<file path="src/rtl/decode_queue.sv">
// decode_queue: DEPTH-entry fetch FIFO, combinational head decode, registered issue bundle.
// Optional DECODE_QUEUE_BYPASS_EN: an empty queue issues straight from the fetch inputs.
`ifndef DECODE_QUEUE_DEFS
`define DECODE_QUEUE_DEFS
`define INNER_INST_RANGE 5:0
`define NOP   6'd0
`define LUI   6'd1
`define AUIPC 6'd2
`define JAL   6'd3
`define JALR  6'd4
`define BEQ   6'd5
`define BNE   6'd6
`define BLT   6'd7
`define BGE   6'd8
`define BLTU  6'd9
`define BGEU  6'd10
`define LB    6'd11
`define LH    6'd12
`define LW    6'd13
`define LBU   6'd14
`define LHU   6'd15
`define SB    6'd16
`define SH    6'd17
`define SW    6'd18
`define ADDI  6'd19
`define SLTI  6'd20
`define SLTIU 6'd21
`define XORI  6'd22
`define ORI   6'd23
`define ANDI  6'd24
`define SLLI  6'd25
`define SRLI  6'd26
`define SRAI  6'd27
`define ADD   6'd28
`define SUB   6'd29
`define SLL   6'd30
`define SLT   6'd31
`define SLTU  6'd32
`define XOR   6'd33
`define SRL   6'd34
`define SRA   6'd35
`define OR    6'd36
`define AND   6'd37
`endif

module decode_queue #(
  parameter int DEPTH      = 8,
  parameter int ADDR_WIDTH = 3,
  parameter int WORD_WIDTH = 32
) (
  input  logic                    clk_in,
  input  logic                    rst_in,
  input  logic                    rdy_in,
  input  logic                    clear_in,
  input  logic                    fet_valid_in,
  input  logic [WORD_WIDTH-1:0]   fet_inst_in,
  input  logic [WORD_WIDTH-1:0]   fet_pc_in,
  input  logic [WORD_WIDTH-1:0]   fet_predict_pc_in,
  output logic                    fet_ready_out,
  input  logic                    rob_full_in,
  input  logic                    rs_full_in,
  input  logic                    lsb_full_in,
  output logic                    issue_out,
  output logic [`INNER_INST_RANGE] op_out,
  output logic [WORD_WIDTH-1:0]   imm_out,
  output logic [WORD_WIDTH-1:0]   pc_out,
  output logic [WORD_WIDTH-1:0]   predict_pc_out,
  output logic [WORD_WIDTH-1:0]   inst_out,
  output logic [4:0]              rs1_out,
  output logic [4:0]              rs2_out,
  output logic [4:0]              rd_out,
  output logic                    occupy_rd_out,
  output logic                    to_lsb_out,
  output logic                    is_store_out,
  output logic [2:0]              lsb_goal_out,
  output logic [1:0]              src_mask_out,
  output logic [ADDR_WIDTH:0]     count_out
);
  localparam logic [6:0] OPC_LUI = 7'b0110111, OPC_AUIPC = 7'b0010111, OPC_JAL = 7'b1101111,
                         OPC_JALR = 7'b1100111, OPC_BR = 7'b1100011, OPC_LD = 7'b0000011,
                         OPC_ST = 7'b0100011, OPC_OPI = 7'b0010011, OPC_OP = 7'b0110011;

  typedef struct packed {
    logic [`INNER_INST_RANGE] op;
    logic [WORD_WIDTH-1:0]    imm;
    logic [4:0]               rs1, rs2, rd;
    logic                     occupy_rd, to_lsb, is_store;
    logic [2:0]               lsb_goal;
    logic [1:0]               src_mask;
  } dec_t;

  // op == NOP marks an unrecognised encoding
  function automatic dec_t decode(input logic [WORD_WIDTH-1:0] inst);
    dec_t d;
    logic [31:0] imm32;
    logic [2:0]  f3;
    logic        f7z;
    d = '0;
    imm32 = '0;
    f3 = inst[14:12];
    f7z = (inst[31:25] == 7'd0);
    d.rs1 = inst[19:15];
    d.rs2 = inst[24:20];
    d.rd  = inst[11:7];
    d.occupy_rd = 1'b1;
    d.src_mask  = 2'b11;
    case (f3[1:0])
      2'b00:   d.lsb_goal = 3'b001;
      2'b01:   d.lsb_goal = 3'b010;
      2'b10:   d.lsb_goal = 3'b100;
      default: d.lsb_goal = 3'b000;
    endcase
    case (inst[6:0])
      OPC_LUI, OPC_AUIPC: begin
        d.op = inst[5] ? `LUI : `AUIPC;
        imm32 = {inst[31:12], 12'b0};
        d.src_mask = 2'b00;
      end
      OPC_JAL: begin
        d.op = `JAL;
        imm32 = {{11{inst[31]}}, inst[31], inst[19:12], inst[20], inst[30:21], 1'b0};
        d.src_mask = 2'b00;
      end
      OPC_JALR: begin
        d.op = (f3 == 3'd0) ? `JALR : `NOP;
        imm32 = {{20{inst[31]}}, inst[31:20]};
        d.src_mask = 2'b01;
      end
      OPC_BR: begin
        case (f3)
          3'd0: d.op = `BEQ;  3'd1: d.op = `BNE;
          3'd4: d.op = `BLT;  3'd5: d.op = `BGE;
          3'd6: d.op = `BLTU; 3'd7: d.op = `BGEU;
          default: d.op = `NOP;
        endcase
        imm32 = {{19{inst[31]}}, inst[31], inst[7], inst[30:25], inst[11:8], 1'b0};
        d.occupy_rd = 1'b0;
      end
      OPC_LD: begin
        case (f3)
          3'd0: d.op = `LB;  3'd1: d.op = `LH; 3'd2: d.op = `LW;
          3'd4: d.op = `LBU; 3'd5: d.op = `LHU;
          default: d.op = `NOP;
        endcase
        imm32 = {{20{inst[31]}}, inst[31:20]};
        d.src_mask = 2'b01;
        d.to_lsb = 1'b1;
      end
      OPC_ST: begin
        case (f3)
          3'd0: d.op = `SB; 3'd1: d.op = `SH; 3'd2: d.op = `SW;
          default: d.op = `NOP;
        endcase
        imm32 = {{20{inst[31]}}, inst[31:25], inst[11:7]};
        d.occupy_rd = 1'b0;
        d.to_lsb = 1'b1;
        d.is_store = 1'b1;
      end
      OPC_OPI: begin
        case (f3)
          3'd0: d.op = `ADDI; 3'd1: d.op = `SLLI; 3'd2: d.op = `SLTI; 3'd3: d.op = `SLTIU;
          3'd4: d.op = `XORI; 3'd5: d.op = f7z ? `SRLI : `SRAI;
          3'd6: d.op = `ORI;  default: d.op = `ANDI;
        endcase
        // shift amounts are zero-expanded, everything else sign-expanded
        imm32 = (f3[1:0] == 2'b01) ? {27'b0, inst[24:20]} : {{20{inst[31]}}, inst[31:20]};
        d.src_mask = 2'b01;
      end
      OPC_OP: begin
        case (f3)
          3'd0: d.op = f7z ? `ADD : `SUB; 3'd1: d.op = `SLL; 3'd2: d.op = `SLT;
          3'd3: d.op = `SLTU; 3'd4: d.op = `XOR; 3'd5: d.op = f7z ? `SRL : `SRA;
          3'd6: d.op = `OR;   default: d.op = `AND;
        endcase
      end
      default: d.op = `NOP;
    endcase
    if (d.op == `NOP) d.to_lsb = 1'b0;
    d.imm = WORD_WIDTH'($signed(imm32));
    return d;
  endfunction

  logic [WORD_WIDTH-1:0] inst_mem_q [DEPTH];
  logic [WORD_WIDTH-1:0] pc_mem_q   [DEPTH];
  logic [WORD_WIDTH-1:0] ppc_mem_q  [DEPTH];
  logic [ADDR_WIDTH-1:0] head_q, head_d, tail_q, tail_d;
  logic [ADDR_WIDTH:0]   count_q, count_d;
  logic                  issue_q, issue_d;
  dec_t                  bund_q, sel_dec, head_dec;
  logic [WORD_WIDTH-1:0] binst_q, bpc_q, bppc_q, sel_inst, sel_pc, sel_ppc;
  logic                  pop, push, bypass;

  assign fet_ready_out = (count_q < (ADDR_WIDTH+1)'(DEPTH));

  always_comb begin
    head_dec = decode(inst_mem_q[head_q]);
    sel_dec  = head_dec;
    sel_inst = inst_mem_q[head_q];
    sel_pc   = pc_mem_q[head_q];
    sel_ppc  = ppc_mem_q[head_q];
    // unknown heads skip the stall check so they can be dropped
    pop = rdy_in && !clear_in && (count_q != '0) &&
          ((head_dec.op == `NOP) ||
           (!rob_full_in && (head_dec.to_lsb ? !lsb_full_in : !rs_full_in)));
    bypass = 1'b0;
`ifdef DECODE_QUEUE_BYPASS_EN
    if (count_q == '0) begin
      sel_dec  = decode(fet_inst_in);
      sel_inst = fet_inst_in;
      sel_pc   = fet_pc_in;
      sel_ppc  = fet_predict_pc_in;
      bypass = rdy_in && !clear_in && fet_valid_in &&
               ((sel_dec.op == `NOP) ||
                (!rob_full_in && (sel_dec.to_lsb ? !lsb_full_in : !rs_full_in)));
    end
`endif
    push    = rdy_in && !clear_in && fet_valid_in && fet_ready_out && !bypass;
    issue_d = (pop || bypass) && (sel_dec.op != `NOP);
    head_d  = head_q + ADDR_WIDTH'(pop);
    tail_d  = tail_q + ADDR_WIDTH'(push);
    count_d = count_q + (ADDR_WIDTH+1)'(push) - (ADDR_WIDTH+1)'(pop);
    if (rdy_in && clear_in) begin
      head_d  = '0;
      tail_d  = '0;
      count_d = '0;
    end
  end

  always_ff @(posedge clk_in) begin
    if (push) begin
      inst_mem_q[tail_q] <= fet_inst_in;
      pc_mem_q[tail_q]   <= fet_pc_in;
      ppc_mem_q[tail_q]  <= fet_predict_pc_in;
    end
  end

  always_ff @(posedge clk_in or posedge rst_in) begin
    if (rst_in) begin
      head_q  <= '0;
      tail_q  <= '0;
      count_q <= '0;
      issue_q <= 1'b0;
      bund_q  <= '0;
      binst_q <= '0;
      bpc_q   <= '0;
      bppc_q  <= '0;
    end else begin
      head_q  <= head_d;
      tail_q  <= tail_d;
      count_q <= count_d;
      issue_q <= issue_d;
      if (issue_d) begin
        bund_q  <= sel_dec;
        binst_q <= sel_inst;
        bpc_q   <= sel_pc;
        bppc_q  <= sel_ppc;
      end
    end
  end

  assign issue_out      = issue_q;
  assign op_out         = bund_q.op;
  assign imm_out        = bund_q.imm;
  assign rs1_out        = bund_q.rs1;
  assign rs2_out        = bund_q.rs2;
  assign rd_out         = bund_q.rd;
  assign occupy_rd_out  = bund_q.occupy_rd;
  assign to_lsb_out     = bund_q.to_lsb;
  assign is_store_out   = bund_q.is_store;
  assign lsb_goal_out   = bund_q.lsb_goal;
  assign src_mask_out   = bund_q.src_mask;
  assign inst_out       = binst_q;
  assign pc_out         = bpc_q;
  assign predict_pc_out = bppc_q;
  assign count_out      = count_q;
endmodule
</file>
<file path="config.mk">
export PLATFORM = sky130hd
export DESIGN_NAME = decode_queue
export DESIGN_NICKNAME = d
export VERILOG_FILES = /design/src/rtl/decode_queue.sv
export SDC_FILE = /design/constraint.sdc
export NUM_CORES = 1
export LEC_CHECK = 0
export CAP_MARGIN = 25
export CELL_PAD_IN_SITES_DETAIL_PLACEMENT = 0
export CELL_PAD_IN_SITES_GLOBAL_PLACEMENT = 1
export CORE_MARGIN = 10
export CORE_UTILIZATION = 36
export DETAILED_ROUTE_END_ITERATION = 7
export PLACE_DENSITY_LB_ADDON = 0.1
export SLEW_MARGIN = 5
export SYNTH_ARGS = -nofsm -noshare
export SYNTH_HDL_FRONTEND = slang
export SYNTH_SLANG_ARGS = --single-unit
</file>
<file path="constraint.sdc">
create_clock -name clk_in -period 7.4 [get_ports clk_in]
set_input_delay 2.22 -clock clk_in [delete_from_list [all_inputs] [get_ports clk_in]]
set_output_delay 2.22 -clock clk_in [all_outputs]
set_load 0.02 [all_outputs]
</file>
==> impl_metrics.toml <==
[run_status]
status = "finished, final reports clean"

[clock_tree]
clk_latency_ns = 0.67
numCtsBuffers = 100
cts_num_sinks = 921
cts_buffer_depth = 3
cts_tree = "done"
cts_repair_resize_count = 0
cts-root-buf = "clkbuf_16"
cts_hold_buf = 0
post_cts_buffers = 0
htree_levels = 3
clk_pin_slew_ns = 0.06

[yosys]
synth_cells = 1740
synth_area_per_cell_um2 = 20.9
async_flop_share_pct = 16.6
synth-main-ff-cell = "edfxtp_1"
synth_warnings = 0
synth_top_cell_by_area = "edfxtp_1"
ys_ff_latch = 921
synth_fp_nets = 1854
ys_seq_area_share_pct = 73.9
yosysUniqueCellTypes = 71
synth.cell_area_um2 = 36400
synthDominantCellAreaShare_pct = 63.4
synth_edf_count = 768
synthTopCellsByArea = "edfxtp_1, mux4_2, dfrtp_1"

[timing]
fin_skew_ns = 0.0290
hold_violations = 0
period_needed_ns = 5.18
worst_pin_slew_ns = 1.01
max_freq_mhz = 193
rsz0062_at_grt = "no"
fin_crit_sh_pct = 70.0
slew_viol_final = 0
relSlewSlack_pct = 30.7
setup_viol = 0

[floorplan]
initial_core_util_pct = 36.3
pin_count = 267
die_x_um = 338
std_cell_rows = 116
fp.dieH_um = 338
dieArea_um2 = 114000
core-area_um2 = 100000

[power_and_ir_drop]
p_int_mw = 10.8
ir_drop_v = 0.000162
powerDensity_nw_per_um2 = 348
switching_share_pct = 29.0
netSwitchingPower_mw = 4.42
p_total_mw = 15.3
seq_power_share_pct = 41.1
pwr-share-clk_pct = 31.7
combinationalPowerShare_pct = 27.2
power_leakage_nw = 14.6

[setup_path]
crit_type = "flip-flop to flip-flop"
crit_required_ns = 7.94
cp_cell_sequence = "mux4_2 > mux2i_1 > nand2_1 > a31oi_1 > a311o_1 > nor4b_2 > and3_4 > nand2_1 > a21oi_1 > ha_1 > inv_1 > ha_1 > fa_1 > and2_1"
critPathCaptureType = "flip-flop"
crit_buf_inv = 1
cp_slowest_cell = "dfrtp_4"
r2r_end = "count_out[1]$_DFF_PP0_"
r2r_cells = 14
crit_path_max_fanout = 49
worstPathArrival_ns = 5.72
timing.rr.start = "head_q[0]$_DFF_PP0_"
r2r_setup_slack_ns = 2.22
critical_path_depth = 14
critical-path-top-delay-family = "multiplexers"
start_kind = "flip-flop"
critPathMaxStageDelay_ns = 1.02
cp-startpoint = "head_q[0]$_DFF_PP0_"

[detailed_routing]
wl_um = 87000
wl_per_cell_um = 25.4
dr.first_iter.drc_count = 1085
dr.pass1.iters = 5
ant_nets = 0
viasPerCell = 5.15
drc = 0
vias = 17600

[worst_hold_path]
holdPathEnd = "inst_out[1]$_DFFE_PP0P_"
hp-class = "flip-flop to flip-flop"
hp-start = "inst_out[1]$_DFFE_PP0P_"
holdPathStages = 1

[layout]
final_cells = 3426
multi_input_area_um2 = 8840
area.growth.synth_to_final_pct = 20.4
register_area_um2 = 26900
fin_nets = 2155
drive_above_1_share_pct = 27.3
fillCellCount = 8642
final_cell_mix = "edfxtp_1, clkdlybuf4s50_1, mux4_2"
final_common_cell = "edfxtp_1"

[place]
portBuffers = 266
placed_cells = 3236
place.gp.congestion = 0.733
dp_hpwl_um = 50800

[run]
cap_violations = 0

[global_routing]
grt_pass1_vias = 19000
overflow = 0
grt_usage_pct = 15.2
antenna_found_initial = 18
grt_pass1_wl_um = 129000
grt_max_degree = 97
Yosys cell counts (all sizes together) (7+ instances only):
cell / n
buf: 67
nor3: 28
edfxtp: 768
a21oi: 25
dfrtp: 153
mux2i: 40
mux4: 190
o22ai: 9
a211oi: 7
nor2: 43
inv: 36
and2: 8
clkbuf: 30
o21ai: 35
nand2: 26
mux2: 190
ha: 9
worst max-delay path by stage:
stage | to
after floorplan | inst_mem_q[7][0]$_DFFE_PP_
after detailed placement | ppc_mem_q[4][10]$_DFFE_PP_
after global routing | count_out[1]$_DFF_PP0_
after CTS | count_out[1]$_DFF_PP0_
final | count_out[1]$_DFF_PP0_
after global placement | pc_mem_q[4][9]$_DFFE_PP_
per-stage QoR:
step | cell area (um^2) | TNS [ns] | worst slack [ns] | utilization, % | hold slack [ns]
2_1_floorplan | 36400 | -37.55 | -0.0683 | - | 0.582
3_3_place_gp | 40600 | 0 | 1.81 | 40.5 | 0.446
3_5_place_dp | 40600 | 0 | 1.71 | 40.5 | 0.453
4_1_cts | 43800 | 0 | 2.09 | 43.7 | 0.466
5_1_grt | 43800 | 0 | 1.76 | 43.7 | 0.498
6_report | 43800 | 0 | 2.22 | 43.7 | 0.462
power by group through the flow:
stage	registers [mW]	logic (mW)	clock network, mW
after floorplan	6.62	2.43	0
after global placement	6.38	4.23	0
after detailed placement	6.39	4.23	0
after CTS	6.29	4.25	4.99
after global routing	6.33	4.47	5.20
final	6.27	4.15	4.84
final cells by class:
cell class              count  area share, %
inverters                  36          0.326
clock buffers             134           6.26
multi-input cells         686           20.2
diodes                      1        0.00571
flip-flops and latches    921           61.4
repair buffers            296           7.02
well taps                1298           3.71
clock inverters            54           1.05
sequential cells by signal, indices dropped and copies added, names as in the netlist, 2 cells and up:
signal and count:
rs1_out 4, inst_mem_q 256, count_out 4, ppc_mem_q 256, head_q 3, tail_q 3
src_mask_out 2, pc_out 32, lsb_goal_out 3, rs2_out 4, pc_mem_q 256, inst_out 20
predict_pc_out 32, imm_out 32, op_out 6, rd_out 4
cell families after synthesis:
| group | Yosys count | share of synthesized area [%] |
|---|---|---|
| mux | 420 | 19.6 |
| buf+inv | 133 | 1.96 |
| xor+xnor | 6 | 0.165 |
| compound gates | 109 | 1.97 |
| flops | 921 | 73.9 |
| fa+ha+maj | 10 | 0.365 |
| simple gates | 141 | 2.05 |
metal layers:
| metal | track usage [%] | wire length [um] | vias up |
|---|---|---|---|
| li1 | - | - | 7671 |
| met1 | 20.7 | 38900 | 9383 |
| met2 | 24.3 | 41000 | 410 |
| met3 | 3.73 | 5020 | 158 |
| met4 | 4.02 | 1940 | 24 |
| met5 | 0 | 146 | - |
No activity file was read; power rests on OpenSTA's default activity.
